--- src/rtl/ssi_entry_display_if.sv ---
// Bundles the entry controls, entered value and scan outputs of
// ssi_entry_display. "master" drives the debounced controls and observes the
// outputs; "slave" is the display block itself.
//   enter, clear   : single-cycle pulses
//   switches       : hex digit to shift in
//   error          : level, selects the blinking dash pattern
//   numb/mask/count/full : entered value and its occupancy
//   anodes/cathodes: active-low digit select / segments {dp,g,f,e,d,c,b,a}
interface ssi_entry_display_if #(
  parameter int unsigned DIGITS = 8
);
  localparam int unsigned CW = $clog2(DIGITS + 1);

  logic                  enter;
  logic                  clear;
  logic [3:0]            switches;
  logic                  error;
  logic [4*DIGITS-1:0]   numb;
  logic [DIGITS-1:0]     mask;
  logic [CW-1:0]         count;
  logic                  full;
  logic [DIGITS-1:0]     anodes;
  logic [7:0]            cathodes;

  modport master (
    output enter, clear, switches, error,
    input  numb, mask, count, full, anodes, cathodes
  );

  modport slave (
    input  enter, clear, switches, error,
    output numb, mask, count, full, anodes, cathodes
  );
endinterface

--- src/rtl/ssi_entry_display.sv ---
// Hex entry shift register merged with a multiplexed seven-segment scanner.
// Digits are shifted in on enter (newest in numb[3:0]) until DIGITS are held;
// clear erases everything and beats a simultaneous enter. The scanner drives
// one digit for SCAN_DIV cycles at a time; a blink phase toggling every
// BLINK_FRAMES frames animates the entry cursor and the error dash pattern.
// Ports:
//   clk  : system clock
//   rst  : asynchronous active-low reset
//   bus  : ssi_entry_display_if.slave (controls in, value and display out)
module ssi_entry_display #(
  parameter int unsigned DIGITS       = 8,
  parameter int unsigned SCAN_DIV     = 1000,
  parameter int unsigned BLINK_FRAMES = 64
) (
  input logic                clk,
  input logic                rst,
  ssi_entry_display_if.slave bus
);

  localparam int unsigned CW = $clog2(DIGITS + 1);
  localparam int unsigned IW = $clog2(DIGITS);
  localparam int unsigned SW = $clog2(SCAN_DIV);
  localparam int unsigned FW = (BLINK_FRAMES > 1) ? $clog2(BLINK_FRAMES) : 1;

  logic [4*DIGITS-1:0] numb_q, numb_d;
  logic [DIGITS-1:0]   mask_q, mask_d;
  logic [CW-1:0]       count_q, count_d;
  logic                full;

  logic [SW-1:0]       scan_q;
  logic [IW-1:0]       idx_q;
  logic [FW-1:0]       frame_q;
  logic                blink_q;
  logic                scan_wrap, idx_wrap, frame_wrap;

  logic [DIGITS-1:0]   anodes_q, anodes_d;
  logic [7:0]          cathodes_q, cathodes_d;
  logic [DIGITS-1:0]   sel;
  logic [3:0]          nib;

  function automatic logic [7:0] hex_seg(input logic [3:0] d);
    logic [7:0] s;
    unique case (d)
      4'h0: s = 8'hC0;  4'h1: s = 8'hF9;  4'h2: s = 8'hA4;  4'h3: s = 8'hB0;
      4'h4: s = 8'h99;  4'h5: s = 8'h92;  4'h6: s = 8'h82;  4'h7: s = 8'hF8;
      4'h8: s = 8'h80;  4'h9: s = 8'h90;  4'hA: s = 8'h88;  4'hB: s = 8'h83;
      4'hC: s = 8'hC6;  4'hD: s = 8'hA1;  4'hE: s = 8'h86;  default: s = 8'h8E;
    endcase
    return s;
  endfunction

  assign full = (count_q == CW'(DIGITS));

  // Entry register: clear has priority, enter is ignored once full.
  always_comb begin
    numb_d  = numb_q;
    mask_d  = mask_q;
    count_d = count_q;
    if (bus.clear) begin
      numb_d  = '0;
      mask_d  = '0;
      count_d = '0;
    end else if (bus.enter && !full) begin
      numb_d  = {numb_q[4*DIGITS-5:0], bus.switches};
      mask_d  = {mask_q[DIGITS-2:0], 1'b1};
      count_d = count_q + 1'b1;
    end
  end

  always_ff @(posedge clk or negedge rst) begin
    if (!rst) begin
      numb_q  <= '0;
      mask_q  <= '0;
      count_q <= '0;
    end else begin
      numb_q  <= numb_d;
      mask_q  <= mask_d;
      count_q <= count_d;
    end
  end

  assign scan_wrap  = (scan_q == SW'(SCAN_DIV - 1));
  assign idx_wrap   = (idx_q == IW'(DIGITS - 1));
  assign frame_wrap = (frame_q == FW'(BLINK_FRAMES - 1));

  // Scan prescaler -> digit index -> frame counter -> blink phase.
  always_ff @(posedge clk or negedge rst) begin
    if (!rst) begin
      scan_q  <= '0;
      idx_q   <= '0;
      frame_q <= '0;
      blink_q <= 1'b0;
    end else if (scan_wrap) begin
      scan_q <= '0;
      idx_q  <= idx_wrap ? '0 : idx_q + 1'b1;
      if (idx_wrap) begin
        frame_q <= frame_wrap ? '0 : frame_q + 1'b1;
        if (frame_wrap) blink_q <= ~blink_q;
      end
    end else begin
      scan_q <= scan_q + 1'b1;
    end
  end

  // Display recomputed every cycle from the current slot; registered so the
  // board pins see glitch-free, one-hot-low anodes.
  always_comb begin
    anodes_d   = '1;
    cathodes_d = '1;
    sel        = ~(DIGITS'(1) << idx_q);
    nib        = numb_q[{idx_q, 2'b00} +: 4];
    if (bus.error) begin
      if (blink_q) begin
        anodes_d   = sel;
        cathodes_d = 8'hBF;
      end
    end else if (mask_q[idx_q]) begin
      anodes_d   = sel;
      cathodes_d = hex_seg(nib);
    end else if ((CW'(idx_q) == count_q) && !full) begin
      if (blink_q) begin
        anodes_d   = sel;
        cathodes_d = 8'hF7;
      end
    end
  end

  always_ff @(posedge clk or negedge rst) begin
    if (!rst) begin
      anodes_q   <= '1;
      cathodes_q <= '1;
    end else begin
      anodes_q   <= anodes_d;
      cathodes_q <= cathodes_d;
    end
  end

  assign bus.numb     = numb_q;
  assign bus.mask     = mask_q;
  assign bus.count    = count_q;
  assign bus.full     = full;
  assign bus.anodes   = anodes_q;
  assign bus.cathodes = cathodes_q;

endmodule

--- src/flat_wrapper.sv ---
// flat-port wrapper written by rule: the top's interface ports become plain ports
module ssi_entry_display_flat 
#(
  parameter int unsigned DIGITS       = 8,
  parameter int unsigned SCAN_DIV     = 1000,
  parameter int unsigned BLINK_FRAMES = 64
)
  (clk, rst, bus_enter, bus_clear, bus_switches, bus_error, bus_numb, bus_mask, bus_count, bus_full, bus_anodes, bus_cathodes);
  ssi_entry_display_if #(.DIGITS(DIGITS)) bus_i ();
  input logic clk;
  input logic rst;
  input wire logic [$bits(bus_i.enter)-1:0] bus_enter;
  input wire logic [$bits(bus_i.clear)-1:0] bus_clear;
  input wire logic [$bits(bus_i.switches)-1:0] bus_switches;
  input wire logic [$bits(bus_i.error)-1:0] bus_error;
  output wire logic [$bits(bus_i.numb)-1:0] bus_numb;
  output wire logic [$bits(bus_i.mask)-1:0] bus_mask;
  output wire logic [$bits(bus_i.count)-1:0] bus_count;
  output wire logic [$bits(bus_i.full)-1:0] bus_full;
  output wire logic [$bits(bus_i.anodes)-1:0] bus_anodes;
  output wire logic [$bits(bus_i.cathodes)-1:0] bus_cathodes;
  assign bus_i.enter = bus_enter;
  assign bus_i.clear = bus_clear;
  assign bus_i.switches = bus_switches;
  assign bus_i.error = bus_error;
  assign bus_numb = bus_i.numb;
  assign bus_mask = bus_i.mask;
  assign bus_count = bus_i.count;
  assign bus_full = bus_i.full;
  assign bus_anodes = bus_i.anodes;
  assign bus_cathodes = bus_i.cathodes;
  ssi_entry_display #(.DIGITS(DIGITS), .SCAN_DIV(SCAN_DIV), .BLINK_FRAMES(BLINK_FRAMES)) u_core (.clk(clk), .rst(rst), .bus(bus_i));
endmodule
--- config.mk ---
export PLATFORM = sky130hd
export DESIGN_NAME = ssi_entry_display_flat
export DESIGN_NICKNAME = d
export VERILOG_FILES = /design/src/rtl/ssi_entry_display_if.sv /design/src/rtl/ssi_entry_display.sv /design/src/flat_wrapper.sv
export SDC_FILE = /design/constraint.sdc
export NUM_CORES = 1
export LEC_CHECK = 0
export BUFFER_PORTS_ARGS = -buffer_cell sky130_fd_sc_hd__buf_4
export CELL_PAD_IN_SITES_DETAIL_PLACEMENT = 0
export CELL_PAD_IN_SITES_GLOBAL_PLACEMENT = 1
export CORE_ASPECT_RATIO = 1.25
export CORE_UTILIZATION = 39
export DETAILED_ROUTE_END_ITERATION = 10
export GPL_ROUTABILITY_DRIVEN = 0
export MAX_ROUTING_LAYER = met4
export PLACE_DENSITY_LB_ADDON = 0.1
export SETUP_SLACK_MARGIN = 0.3
export SLEW_MARGIN = 25
export SYNTH_ARGS = -nofsm -noshare
export SYNTH_HDL_FRONTEND = slang
export SYNTH_SLANG_ARGS = --single-unit
--- constraint.sdc ---
create_clock -name clk -period 2.3 [get_ports clk]
set_input_delay 0 -clock clk [delete_from_list [all_inputs] [get_ports clk]]
set_output_delay 0 -clock clk [all_outputs]
set_load 0.005 [all_outputs]
---- Word level (Yosys, flattened, before mapping) ----
Memory sizes are Yosys's and may differ from the RTL's.
Index checks and enable logic that the tools add are counted.
word-level totals
  input bits .............................. 9
  word-level logic and storage cells ...... 50
  RAM bits ................................ 0
  memories kept ........................... 1
  register bits ........................... 80
  bits in read-only memories .............. 112
  output and inout port bits .............. 61
  bits in latches ......................... 0
cells by class
  $add $sub $neg .......................... 4
  multiply operators ...................... 0
  equality and inequality tests ........... 5
  mux-type cells .......................... 20
  shift-type cells ........................ 2
  bitwise gates (word level) .............. 2
  order comparisons ....................... 1
  reductions and logical operators ........ 6
  div/mod/pow operators ................... 0
memory list
  memory            words  bits a word  rd ports  clocked after Yosys merged registers in  write ports  RTL line                 text
  (name not given)  16     7            1         0                                        0            ssi_entry_display.sv:43  unique case (d)
operator list
  kind                                                                   number
  8-bit two-way mux                                                      9
  32-bit two-way mux                                                     2
  32-bit by 6-bit variable part select with 4-bit output                 1
  4-bit two-way mux                                                      3
  10-bit by 1-bit adder with 10-bit output (second input constant)       1
  10-bit == test (second input constant)                                 1
  10-bit two-way mux                                                     1
  8-bit inverter                                                         1
  1-bit by 3-bit left shift with 8-bit output (first input constant)     1
  7-bit two-way mux                                                      1
  6-bit by 1-bit adder with 6-bit output (second input constant)         1
  6-bit == test (second input constant)                                  1
  6-bit two-way mux                                                      1
  4-bit by 1-bit adder with 4-bit output (second input constant)         1
  3-bit by 4-bit == test with 1-bit output                               1
  4-bit == test (second input constant)                                  1
  3-bit by 4-bit < comparator with 1-bit output (second input constant)  1
  3-bit by 1-bit adder with 3-bit output (second input constant)         1
  1-bit binary-select mux with 3-bit select                              1
  3-bit == test (second input constant)                                  1
  3-bit two-way mux                                                      1
  3-bit AND reduction                                                    1
  1-bit logical AND                                                      2
  2-bit AND reduction                                                    1
  4 further kinds                                                        4

---- Depth between registers and ports, before layout ----
  depth in word-level cells ............... 6
  depth in mapped cells ................... 10
  depth with buffers taken out ............ 8

---- Worst setup path after synthesis ----
No wires, ideal clock.
  path kind ............................... register to register
  start point ............................. register u_core.idx_q[0]
  end point ............................... register u_core.cathodes_q[6] (netlist: u_core.bus.cathodes[6])
  path slack .............................. -0.119 ns
  arrival time ............................ 2.330 ns
  clock period less this slack ............ 2.419 ns
  path buffers ............................ 2
  cell stages (with the launch flop) ...... 10
  required time ........................... 2.210 ns
  library setup time ...................... 0.090 ns
  cells stage by stage .................... dfrtp_1 buf_6 buf_6 mux4_2 mux2i_1 inv_1 ha_1 mux2_4 a22oi_2 a22oi_2
on the way
  word-level cells in the longest chain between the ends .. 4
  elaborated cells between the ends (all ways) .. 6
  those cells by class .................... shift: 1; mux: 4; memory: 1
RTL lines
  element                                                                                                                     RTL line                                            text
  start: declaration                                                                                                          ssi_entry_display.sv:31                             logic [IW-1:0] idx_q;
  start signal: assignment                                                                                                    ssi_entry_display.sv:95                             idx_q <= idx_wrap ? '0 : idx_q + 1'b1;
  32-bit by 6-bit variable part select with 4-bit output / 1-bit binary-select mux with 3-bit select (equally long branches)  ssi_entry_display.sv:111, ssi_entry_display.sv:117
  memory 16 x 7 bit / 1-bit two-way mux (equally long branches)                                                               -
  8-bit two-way mux *                                                                                                         ssi_entry_display.sv:117                            end else if (mask_q[idx_q]) begin
  8-bit two-way mux *                                                                                                         ssi_entry_display.sv:112                            if (bus.error) begin
  named net u_core.cathodes_d[6]                                                                                              ssi_entry_display.sv:37                             logic [7:0] cathodes_q, cathodes_d;
  end signal: assignment                                                                                                      ssi_entry_display.sv:134                            cathodes_q <= cathodes_d;
  end: declaration                                                                                                            ssi_entry_display.sv:37
The timed path passes the listed nets; every way through them passes the cells marked *. The select of a mux whose other input is x is not followed.
A chain may end at the register's enable or synchronous reset.

---- Final worst setup path ----
  start point ............................. register u_core.idx_q[0]
  end point ............................... register u_core.cathodes_q[0] (netlist: u_core.bus.cathodes[0])
on the way
  word-level cells in the longest chain between the ends .. 5
  elaborated cells between the ends (all ways) .. 9
  those cells by class .................... eq/ne: 1; shift: 1; mux: 5; reduce/logical: 1; memory: 1
RTL lines
  element                                                    RTL line
  branches (longest 3 deep; another with memory 16 x 7 bit)  -
  8-bit two-way mux *                                        ssi_entry_display.sv:117
  8-bit two-way mux *                                        ssi_entry_display.sv:112
  named net u_core.cathodes_d[0]                             ssi_entry_display.sv:37
Mark *: on every way through the listed nets, which the timed path passes. The select of a mux whose other input is x is not followed.

==> summary.txt <==
Status = completed
N_diodes = 0
Slowest stage delay, CP = 0.57 ns
YS warnings = 0
CTS tree = yes
Slowest CP cell = mux4_2
Worst EP arrival = 2.32 ns
Leak pwr = 2.28 nW
Met2 usage = 33.7%
Area Overhead vs Synth = 31.1%
Global-route wire length before repair = 15.9 mm
GRT Residual Overflow = 0
Worst reg2reg path depth = 7
Slew Limit Fails = 0
Die Y = 114 um
Number of max-cap violations = 0
Internal power = 0.00232 W
Final WL = 9.70 mm
Clk sinks = 79
CP top delay family = multiplexers
CP Class = flip-flop to flip-flop
Worst vdd ir = 0.348 mV
Power per cell area = 593 mW/mm^2
Root buf cell = clkbuf_16
Setup TNS = 0 ns
DR vias/cell = 5.04
Fraction of layout cells with a size suffix above 1 = 32.6%
Drt pass-1 iters = 4
Sw Share = 23.7%
Syn_nets = 418
Synthesized cell area = 0.00392 mm^2
Seq pwr share = 47.3%
Ys async rst share = 100%
R2r startpoint = u_core.idx_q[0]
Core area = 0.00971 mm^2
Most common cell in the synthesized netlist = nand2_1
Total power = 0.00305 W
Syn Inst Count = 393
Cell taking the most area after synthesis = dfrtp_1
Hold Crit Start = bus_enter
Register area = 0.00200 mm^2
Met1 GRT Util = 25.0%
Via count of the first global-routing pass = 3072
GR peak layer = met2
Levels on crit path = 7
Grt met3 use = 4.25%
Minimum clock period = 2.06 ns
Critical path buffers and inverters = 2
Syn_area_per_cell = 9.97 um^2
Worst path required time = 2.55 ns
Clock share of power = 44.0%
Post-Route Skew = 0.00715 ns
Die area = 0.0105 mm^2
RSZ-0062 raised after global routing = true
Final design utilization = 52.9%
Via count = 3087
DRT antenna net count = 0
Reg2Reg Setup Slack = 0.24 ns
FILL cells = 932
Dpl hpwl = 6.47 mm
I/O pin count = 70
Footprint of the multi-input gates = 0.00187 mm^2
Critical-path cell list = buf_4, mux2_1, mux4_2, buf_4, nand2b_1, a21oi_2, o21ai_1
Critical path origin = u_core.idx_q[0]
Seq/Total Area, Yosys = 50.9%
Die X = 91.7 um
Yosys top cell area share = 40.9%
Initial Utilization = 40.4%
DP Area = 0.00463 mm^2
Pin count of the biggest net entering global routing = 78
Final hold vios = 0
Clock latency on the worst-skew pair = 0.34 ns
Type of origin of the critical path = flip-flop
CP Max Fanout = 7
Least-Margin Pin Slew = 0.706 ns
Row count = 40
Hold slack = 0.0529 ns
Post-layout net count = 507
Max frequency = 484 MHz
Unique masters post-synth = 40
PortBufs = 68
Synth area leaders = dfrtp_1, dfstp_2, nand2_1, a21oi_1, ha_1
EDFF count, synth = 0
Total GRT Usage = 20.4%
Hold path cells = 4
Relative slew slack = 53.0%
H-Tree Level Count = 3
Switch Pwr = 0.000724 W
Initial antenna violation count = 0
Min-delay worst type = primary input to flip-flop
Final Instance Area = 0.00514 mm^2
Most used cell, CP = buf_4
Clock-pin slew of the registers on the worst-case setup and hold paths = 0.06 ns
Final setup vio count = 0
Critical path endpoint category = flip-flop
DRC Markers = 0
Yosys reg bits = 79
Fin crit share = 89.8%
Clock buffer depth = 2
Post-synth top cells = nand2_1, dfrtp_1, a21oi_1, nor2_1, ha_1
Combinational share of power = 8.7%
Inserted Clock Buffers = 9
Top_reg_cell synth = dfrtp_1
Iteration-0 DRC Markers = 107
Drt wl/cell = 15.8 um
-- cell families after synthesis --
kind of cell | after synthesis | synth area share (%)
simple gates | 157 | 17.4
flops | 79 | 50.9
compound gates | 66 | 9.48
buf+inv | 32 | 3.80
mux | 25 | 9.42
xor+xnor | 17 | 3.80
fa+ha+maj | 16 | 5.11
other cells | 1 | 0.0957
-- state kept, by name, summed over array words and instances, names as in the netlist --
signal and count:
u_core.scan_q 10, u_core.idx_q 3, u_core.bus.count 4, u_core.bus.anodes 8, u_core.frame_q 6, u_core.bus.numb 32
u_core.bus.cathodes 7, u_core.blink_q 1, u_core.bus.mask 8
-- path summary, 6_finish.rpt --
kind | to
setup / recovery | u_core.bus.cathodes[0]
hold / removal | u_core.bus.count[3]
setup reg to reg | u_core.bus.cathodes[0]
hold reg to reg | u_core.frame_q[4]
max in group asynchronous | u_core.bus.cathodes[3]
min in group asynchronous | u_core.frame_q[5]
-- layout by cell type, fill, tap and decap left out, types with 9 or more instances in the layout --
master / count
nand2_1: 98
buf_4: 85
dfrtp_1: 64
a21oi_1: 46
nor2_1: 18
nand3_1: 15
dfstp_2: 15
xor2_1: 11
ha_1: 10
clkbuf_16: 9
-- tightest hold or removal path, stage by stage --
cell	delay (ns)
buf_4	0.12
nand4_1	0.10
xnor2_1	0.06
nor2_1	0.07
-- routing by layer --
layer  wire length, um  vias to the layer above
met5                 0                        -
met4               113                        0
met3               354                        9
met2              4910                       57
met1              4320                     1523
li1                  -                     1498
-- cell type report --
cell class | count | area share (%)
well taps | 126 | 3.07
multi-input cells | 282 | 36.4
clock buffers | 13 | 5.06
flip-flops and latches | 79 | 38.8
inverters | 11 | 0.803
clock inverters | 3 | 0.341
repair buffers | 99 | 15.5
-- power groups by stage --
stage          clock network, W  registers [W]  logic [W]
6_report                0.00134        0.00144   0.000266
5_1_grt                 0.00142        0.00144   0.000295
4_1_cts                 0.00136        0.00144   0.000258
3_5_place_dp                  0        0.00147   0.000232
3_3_place_gp                  0        0.00147   0.000231
2_1_floorplan                 0        0.00146   0.000121
-- through the flow --
stage	setup slack, ns	instances
4_1_cts	0.238	612
5_1_grt	0.138	613
2_1_floorplan	0.0943	393
3_5_place_dp	0.135	580
6_report	0.235	613
3_3_place_gp	0.182	580
-- what timing repair did --
action	4_1_cts	5_1_grt
hold endpoints to repair	75	0
resized for setup	7	14
setup endpoints to repair	8	10
hold buffers	6	0
pin swaps	2	5
setup buffers	10	1
(Power assumes the default switching activity.)
